==> src/rtl/hid_pkg.sv <==
// hid_pkg
// Shared definitions for the HID report scheduler: scheduler state encoding,
// HID usage constants for the boot-keyboard report, and a small helper that
// classifies a usage as a modifier key.
package hid_pkg;

    typedef enum logic [1:0] {
        ST_IDLE = 2'd0,
        ST_LOAD = 2'd1,
        ST_SEND = 2'd2,
        ST_GAP  = 2'd3
    } sched_state_t;

    localparam logic [7:0] HID_MOD_FIRST  = 8'hE0;
    localparam logic [7:0] HID_MOD_LAST   = 8'hE7;
    localparam logic [7:0] HID_USAGE_NONE = 8'h00;

    localparam int REPORT_BYTES = 8;
    localparam int KEY_SLOTS    = 6;

    // Usages E0..E7 live in the modifier byte rather than in a key slot.
    function automatic logic is_modifier(input logic [7:0] usage);
        return (usage >= HID_MOD_FIRST) && (usage <= HID_MOD_LAST);
    endfunction

endpackage

==> src/rtl/hid_report_scheduler_fifo.sv <==
// hid_event_fifo
// Synchronous FIFO holding raw key events until the scheduler is ready to
// turn them into reports. A push is accepted when there is room or when a
// pop happens in the same cycle; a pop on an empty FIFO is ignored.
// Ports:
//   clock, reset   system clock, asynchronous active-high reset
//   push, data     write strobe and write data
//   pop            remove the head entry
//   head           current head entry (combinational)
//   empty, full    occupancy flags
//   count          number of stored entries
module hid_event_fifo #(
    parameter  int DEPTH = 8,
    parameter  int WIDTH = 8,
    localparam int CNT_W = $clog2(DEPTH + 1),
    localparam int PTR_W = $clog2(DEPTH)
) (
    input  logic             clock,
    input  logic             reset,
    input  logic             push,
    input  logic [WIDTH-1:0] data,
    input  logic             pop,
    output logic [WIDTH-1:0] head,
    output logic             empty,
    output logic             full,
    output logic [CNT_W-1:0] count
);

    logic [WIDTH-1:0] mem [DEPTH];
    logic [PTR_W-1:0] rd_ptr;
    logic [PTR_W-1:0] wr_ptr;
    logic             do_push;
    logic             do_pop;

    assign empty   = (count == '0);
    assign full    = (count == CNT_W'(DEPTH));
    assign do_pop  = pop && !empty;
    assign do_push = push && (!full || do_pop);
    assign head    = mem[rd_ptr];

    // Storage needs no reset; validity is tracked by count.
    always_ff @(posedge clock) begin
        if (do_push) begin
            mem[wr_ptr] <= data;
        end
    end

    // DEPTH is a power of two, so the pointers wrap by plain overflow.
    always_ff @(posedge clock or posedge reset) begin
        if (reset) begin
            rd_ptr <= '0;
            wr_ptr <= '0;
            count  <= '0;
        end else begin
            if (do_push) begin
                wr_ptr <= wr_ptr + PTR_W'(1);
            end
            if (do_pop) begin
                rd_ptr <= rd_ptr + PTR_W'(1);
            end
            count <= count + CNT_W'(do_push) - CNT_W'(do_pop);
        end
    end

endmodule

==> src/rtl/hid_report_scheduler.sv <==
// hid_report_scheduler
// Turns queued keyboard make/break events into complete 8-byte HID
// boot-keyboard reports for the CH9328 bridge. Tracks the modifier byte and
// six key slots (6KRO), sends one report per mapped event over a valid/ready
// byte handshake, and holds an idle gap after each report.
// Ports:
//   clock, reset      system clock, asynchronous active-high reset
//   on_event          one-cycle strobe qualifying key_event
//   key_event         [7]=make/break, [6:0]=key index
//   map_addr          key index at the FIFO head, to the external usage ROM
//   map_data          HID usage returned by the ROM (0x00 = unmapped)
//   tx_data/tx_valid  report byte stream to uart_tx
//   tx_ready          uart_tx byte acceptance
//   busy              scheduler not idle
//   fifo_overflow     sticky: an event was dropped, FIFO full
//   rollover_err      sticky: a make was dropped, all slots occupied
module hid_report_scheduler
    import hid_pkg::*;
#(
    parameter int FIFO_DEPTH = 8,
    parameter int GAP_CYCLES = 1000000
) (
    input  logic       clock,
    input  logic       reset,
    input  logic       on_event,
    input  logic [7:0] key_event,
    output logic [6:0] map_addr,
    input  logic [7:0] map_data,
    output logic [7:0] tx_data,
    output logic       tx_valid,
    input  logic       tx_ready,
    output logic       busy,
    output logic       fifo_overflow,
    output logic       rollover_err
);

    localparam int CNT_W = $clog2(FIFO_DEPTH + 1);
    localparam int GAP_W = (GAP_CYCLES > 1) ? $clog2(GAP_CYCLES) : 1;

    sched_state_t     state;
    logic [2:0]       byte_idx;
    logic [GAP_W-1:0] gap_count;
    logic [7:0]       modifier;
    logic [7:0]       slots [KEY_SLOTS];

    logic [7:0]       fifo_head;
    logic             fifo_empty;
    logic             fifo_full;
    logic [CNT_W-1:0] fifo_count;
    logic             fifo_push;
    logic             fifo_pop;

    logic [7:0]       next_modifier;
    logic [7:0]       next_slots [KEY_SLOTS];
    logic             next_rollover;
    logic [2:0]       next_idx;
    logic [7:0]       next_byte;

    assign fifo_pop  = (state == ST_LOAD);
    assign fifo_push = on_event && ((fifo_count < CNT_W'(FIFO_DEPTH)) || fifo_pop);
    assign map_addr  = fifo_head[6:0];

    hid_event_fifo #(
        .DEPTH(FIFO_DEPTH),
        .WIDTH(8)
    ) u_fifo (
        .clock(clock),
        .reset(reset),
        .push (fifo_push),
        .data (key_event),
        .pop  (fifo_pop),
        .head (fifo_head),
        .empty(fifo_empty),
        .full (fifo_full),
        .count(fifo_count)
    );

    // Candidate table after applying the head event; only committed in LOAD.
    always_comb begin
        logic       held;
        logic       free_found;
        logic [2:0] free_idx;

        next_modifier = modifier;
        next_slots    = slots;
        next_rollover = 1'b0;
        held          = 1'b0;
        free_found    = 1'b0;
        free_idx      = 3'd0;

        if (is_modifier(map_data)) begin
            next_modifier[map_data[2:0]] = fifo_head[7];
        end else if (fifo_head[7]) begin
            for (int i = 0; i < KEY_SLOTS; i++) begin
                if (slots[i] == map_data) begin
                    held = 1'b1;
                end
            end
            // Descending scan leaves the lowest free slot selected.
            for (int i = KEY_SLOTS - 1; i >= 0; i--) begin
                if (slots[i] == HID_USAGE_NONE) begin
                    free_found = 1'b1;
                    free_idx   = 3'(i);
                end
            end
            if (!held) begin
                if (free_found) begin
                    next_slots[free_idx] = map_data;
                end else begin
                    next_rollover = 1'b1;
                end
            end
        end else begin
            // Breaks clear matching slots in place; no compaction.
            for (int i = 0; i < KEY_SLOTS; i++) begin
                if (slots[i] == map_data) begin
                    next_slots[i] = HID_USAGE_NONE;
                end
            end
        end
    end

    // Byte that follows the current one in the report.
    always_comb begin
        next_idx = byte_idx + 3'd1;
        case (next_idx)
            3'd0:    next_byte = modifier;
            3'd1:    next_byte = HID_USAGE_NONE;
            default: next_byte = slots[next_idx - 3'd2];
        endcase
    end

    // Scheduler FSM; tx outputs and busy are registered alongside the state.
    always_ff @(posedge clock or posedge reset) begin
        if (reset) begin
            state         <= ST_IDLE;
            byte_idx      <= 3'd0;
            gap_count     <= '0;
            modifier      <= HID_USAGE_NONE;
            for (int i = 0; i < KEY_SLOTS; i++) begin
                slots[i] <= HID_USAGE_NONE;
            end
            tx_data       <= HID_USAGE_NONE;
            tx_valid      <= 1'b0;
            busy          <= 1'b0;
            fifo_overflow <= 1'b0;
            rollover_err  <= 1'b0;
        end else begin
            if (on_event && fifo_full && !fifo_pop) begin
                fifo_overflow <= 1'b1;
            end

            case (state)
                ST_IDLE: begin
                    if (!fifo_empty) begin
                        state <= ST_LOAD;
                        busy  <= 1'b1;
                    end
                end

                ST_LOAD: begin
                    if (map_data == HID_USAGE_NONE) begin
                        state <= ST_IDLE;
                        busy  <= 1'b0;
                    end else begin
                        modifier <= next_modifier;
                        slots    <= next_slots;
                        if (next_rollover) begin
                            rollover_err <= 1'b1;
                        end
                        byte_idx <= 3'd0;
                        tx_data  <= next_modifier;
                        tx_valid <= 1'b1;
                        state    <= ST_SEND;
                    end
                end

                ST_SEND: begin
                    if (tx_ready) begin
                        if (byte_idx == 3'(REPORT_BYTES - 1)) begin
                            tx_valid  <= 1'b0;
                            tx_data   <= HID_USAGE_NONE;
                            gap_count <= '0;
                            state     <= ST_GAP;
                        end else begin
                            byte_idx <= next_idx;
                            tx_data  <= next_byte;
                        end
                    end
                end

                ST_GAP: begin
                    if (gap_count == GAP_W'(GAP_CYCLES - 1)) begin
                        state <= ST_IDLE;
                        busy  <= 1'b0;
                    end else begin
                        gap_count <= gap_count + GAP_W'(1);
                    end
                end

                default: begin
                    state <= ST_IDLE;
                end
            endcase
        end
    end

endmodule
==> config.mk <==
export PLATFORM = sky130hd
export DESIGN_NAME = hid_report_scheduler
export DESIGN_NICKNAME = d
export VERILOG_FILES = /design/src/rtl/hid_pkg.sv /design/src/rtl/hid_report_scheduler_fifo.sv /design/src/rtl/hid_report_scheduler.sv
export SDC_FILE = /design/constraint.sdc
export NUM_CORES = 1
export LEC_CHECK = 0
export ABC_AREA = 1
export BUFFER_PORTS_ARGS = -buffer_cell sky130_fd_sc_hd__buf_2
export CELL_PAD_IN_SITES_DETAIL_PLACEMENT = 1
export CELL_PAD_IN_SITES_GLOBAL_PLACEMENT = 2
export CORE_MARGIN = 5
export CORE_UTILIZATION = 35
export CTS_CLUSTER_DIAMETER = 30
export DETAILED_ROUTE_END_ITERATION = 6
export GPL_ROUTABILITY_DRIVEN = 0
export PLACE_DENSITY = 0.87
export SYNTH_ARGS = -nofsm -noshare
export SYNTH_HDL_FRONTEND = slang
export SYNTH_SLANG_ARGS = --single-unit
==> constraint.sdc <==
create_clock -name clock -period 10.78 [get_ports clock]
set_input_delay 2.156 -clock clock [delete_from_list [all_inputs] [get_ports clock]]
set_output_delay 2.156 -clock clock [all_outputs]
set_load 0.05 [all_outputs]
### Word level (Yosys, flattened, before mapping)

Memories as Yosys holds them, arrays and structs flattened.
Cells that the tools add are included.

| storage, ports and cells | value |
|---|---|
| bits in registers | 103 |
| memory bits (writable) | 64 |
| input port bits | 20 |
| output and inout port bits | 19 |
| memories kept | 1 |

| operators by class | value |
|---|---|
| $add $sub $neg | 7 |
| $lt $le $gt $ge | 8 |
| equal/unequal tests | 23 |
| multiplexer cells | 76 |
| bitwise gates (word level) | 4 |
| reduce and logical (&&, ||, !) cells | 46 |

Memory list:

| name | depth | width | rd ports | clocked after memory_dff | wr ports | line | RTL |
|---|---|---|---|---|---|---|---|
| u_fifo.mem | 8 | 8 | 1 | 0 | 1 | hid_report_scheduler_fifo.sv:29 | `logic [WIDTH-1:0] mem [DEPTH];` |

Operators by type and width:

| kind | count |
|---|---|
| $mux W48 | 3 |
| $mux W8 | 13 |
| $mux W20 | 3 |
| $logic_not A8 Y1 | 7 |
| $bwmux W48 | 1 |
| $eq A8 B8 Y1 | 6 |
| $pmux W20 S2 | 1 |
| $reduce_and A6 Y1 | 6 |
| $mux W3 | 11 |
| $pmux W8 S2 | 2 |
| $mux W1 | 29 |
| $bmux W8 S3 | 1 |
| $demux W8 S3 | 1 |
| $add A20 B1 Y20 const B | 1 |
| $eq A20 B20 Y1 const B | 1 |
| $reduce_and A4 Y1 | 5 |
| $ne A2 B2 Y1 const B | 8 |
| $reduce_bool A2 Y1 | 8 |
| $mux W2 | 5 |
| $add A3 B1 Y3 const B | 3 |
| $bwmux W8 | 1 |
| $ge A4 B4 Y1 const B | 2 |
| $ge A8 B8 Y1 const B | 1 |
| $le A8 B8 Y1 const B | 1 |
| other kinds (29) | 44 |

### Depth between registers and ports, before layout

| depth | value |
|---|---|
| word-level depth | 18 |
| gate-level depth with buffers | 16 |
| gate-level depth less buffers | 15 |

### By module

From an unflattened synthesis, not the netlist that was laid out.

| second synthesis, totals | value |
|---|---|
| cells, all modules | 1,273 |
| area, all modules | 9,811.9 µm² |

By module, submodules not included:

| module | times used | cells each | area an instance (µm²) | seq. area each (µm²) |
|---|---|---|---|---|
| hid_report_scheduler | 1 | 982 | 6,537.5 | 2,327.2 |
| hid_event_fifo | 1 | 291 | 3,274.4 | 2,172.1 |

### Worst setup path after synthesis

OpenSTA, ideal clock, no wires.

| timing path | value |
|---|---|
| path kind | register to output |
| from | register u_fifo.rd_ptr[0] |
| to | output port map_addr[5] |
| arrival time | 2.157 ns |
| slack | 6.467 ns |
| stages on the path, launching flop included | 9 |
| cell sequence | dfrtp_1 -> buf_4 -> inv_2 -> clkbuf_1 -> clkbuf_1 -> nor2_1 -> o22ai_1 -> nor2_1 -> a31oi_1 |

| on the way | value |
|---|---|
| cells in the longest elaborated chain, start to end | 1 |

Ends and longest elaborated chain:

| item | line | RTL |
|---|---|---|
| from (decl) | hid_report_scheduler_fifo.sv:30 | `logic [PTR_W-1:0] rd_ptr;` |
| from (signal assigned) | hid_report_scheduler_fifo.sv:59 | `rd_ptr <= rd_ptr + PTR_W'(1);` |
| $mem_v2 Z8 W8 | - |  |
| to (decl) | hid_report_scheduler.sv:27 | `output logic [6:0] map_addr,` |

Every way passes these cells.

### Worst setup path in the final report

| timing path | value |
|---|---|
| from | register u_fifo.rd_ptr[1] |
| to | output port map_addr[5] |

Same word-level chain as after synthesis.

==> impl_metrics.yaml <==
run_status:
  status: "complete, no violations"
setup_path:
  critical_path_class: "reg2out"
  ff2ff_path_depth: 10
  arrival_ns: 2.41
  r2r_slack_ns: 6.98
  start_kind: "flip-flop"
  max_stage_delay_ns: 0.82
  timing.rr.end: "tx_data[4]"
  required_ns: 8.62
  crit_fanout: 18
  crit_end: "map_addr[5]"
  cp-startpoint: "u_fifo.rd_ptr[1]"
  reg2reg_from: "byte_idx[0]"
  crit_path_cell_trace: "inv_2, nor2_1, o21ai_0, a31oi_1, buf_2"
  worst_path_max_delay_cell: "dfrtp_1"
  endpoint_kind: "output port"
cells_and_area:
  syn2layout_area_growth_pct: 11.3
  final_cell_area_mm2: 0.0106
  multi_input_area_mm2: 0.00430
  insertedDiodeCount: 0
  drive_gt1_frac: 0.0893
  register_area_mm2: 0.00450
  final_util: 0.394
  instances_no_fill: 1618
  nets: 1298
  fill_cells: 3245
die:
  die_area_mm2: 0.0305
  rows: 60
  core_area_mm2: 0.0268
  initial_core_util: 0.354
  boundaryPins: 39
  die_width_um: 175
  die_y_um: 175
clock_network:
  cts_buffers: 17
  clk_pin_slew_ns: 0.09
  clockRootBuffer: "clkbuf_16"
  cts_setup_buffers: 0
  cts_tree: "yes"
  clk_latency_ns: 0.45
  ctsLongestPathBuffers: 2
  ctsResizeCount: 0
  numClockSinks: 167
  htree_levels: 4
  postCtsHoldBufs: 0
placement:
  hpwlAfterDp_um: 21800
  place_ws_ns: 6.25
  port_buffers: 38
  dp.cells: 1586
  place_area_mm2: 0.00994
synth:
  syn_avg_cell_area_um2: 7.66
  ys_types: 48
  synth_nets: 1273
  yosys_most_used_dff: "dfrtp_1"
  synth_top_area_frac: 0.272
  synth.cell_area_mm2: 0.00949
  synth_seq_cells: 167
  yosysTopAreaCell: "dfrtp_1"
  synthArstFlopShare: 0.617
  synth_cells: 1239
  yosysMostFrequentCell: "nand2_1"
  ys_seq_area_frac: 0.474
  yosysWarnings: 0
  synth-edff-count: 64
  synth_area_leaders: "dfrtp_1 (27%), edfxtp_1 (20%), nand2_1 (15%), nor2_1 (7.5%), o21ai_0 (4.9%)"
  synth_common_cells: "nand2_1 (372), nor2_1 (190), inv_1 (112), dfrtp_1 (103), o21ai_0 (92)"
pwr:
  total_power_mw: 3.24
  power.density_mw_per_mm2: 307
  peakVddDrop_v: 0.000176
  p_leak_nw: 4.69
timing:
  slew-limit-headroom: 0.332
  worst_slew_pin_slew_ns: 0.998
  period_minus_slack_ns: 4.56
  drv_slew: 0
  fin_worst_skew_ns: 0.0164
  post-route-period-util: 0.423
  setup-violations-final: 0
  finalHoldViolations: 0
  rsz0062_at_grt: "no"
  fin_setup_tns_ns: 0
  fin_ws_ns: 6.22
  hold_slack_ns: 0.491
  clock.fmax_ghz: 0.219
grt:
  grt-ovfl-total: 0
  track_usage: 0.203
  grt_antenna_before_repair: 1
  grt_pass1_wl_um: 49400
  grt_max_degree: 61
  grt_pass1_vias: 8904
route:
  firstDrtPassIters: 5
  drtIter0Drc: 542
  routedWlPerCell_um: 19.0
  route.detailed.drc: 0
  viasPerCell: 5.31
  vias: 8586
  wl_um: 30700
  ant_nets: 0
job:
  maxCapViolCount: 0
hold_path:
  hp-class: "reg2reg"
[final cells by class]
class,instances,share of cell area
Sequential cell,167,0.426
Multi-Input combinational cell,909,0.407
Inverter,127,0.0463
Tap cell,341,0.0404
Clock buffer,17,0.0403
Timing Repair Buffer,42,0.0208
Clock inverter,15,0.0191
[power by group]
group | switching [mW] | leakage [nW] | internal (mW)
combinational | 1.18 | 2.46 | 0.413
sequential | 0.164 | 1.93 | 0.825
clock | 0.331 | 0.304 | 0.323
[cell usage in the layout, fill, tap and decap left out, drive strengths merged, types with 4 or more instances in the layout]
master  count
nor2      201
nand4      22
inv       136
nor4        4
xnor2       5
xor2       20
nand2     378
dfrtp     103
a31oi      14
clkbuf     17
edfxtp     64
o31ai       6
buf        42
nand3      64
o21ai      97
ha         13
nor3       29
o211ai     15
clkinv      6
a21oi      16
o22ai      13
[sequential cells by signal, summed over array words and instances, names as in the netlist, named ones only]
signal / flops
gap_count: 20
state: 1
slots: 48
tx_valid: 1
u_fifo.rd_ptr: 3
u_fifo.count: 4
byte_idx: 3
rollover_err: 1
tx_data: 8
u_fifo.mem: 64
busy: 1
modifier: 8
u_fifo.wr_ptr: 3
fifo_overflow: 1
[worst min path at each step]
stage / to / from / cells after the start
2_1_floorplan: slots[41] / slots[41] / 2
3_3_place_gp: fifo_overflow / fifo_overflow / 1
3_5_place_dp: fifo_overflow / fifo_overflow / 1
4_1_cts: fifo_overflow / fifo_overflow / 1
5_1_grt: fifo_overflow / fifo_overflow / 1
6_report: fifo_overflow / fifo_overflow / 1
[per-layer routing]
layer	up-vias	wire length [µm]	GRT usage
met4	2	456	0.0481
met3	35	1200	0.0322
met1	4296	14700	0.279
met2	157	14400	0.339
met5	-	7	0
li1	4096	-	-
[critical path: cells and delay by family, from the launching register on]
family | cells | cell delay, ns
simple gates | 1 | 0.17
compound gates | 2 | 0.32
flops | 1 | 0.82
buf+inv | 2 | 0.64
[cells by family after synthesis]
kind of cell    Yosys count  share of synthesized area
compound gates          164                     0.0974
simple gates            706                      0.314
buf+inv                 163                     0.0728
flops                   167                      0.474
fa+ha+maj                14                     0.0192
xor+xnor                 25                     0.0231
No activity file was read; power rests on OpenSTA's default activity.
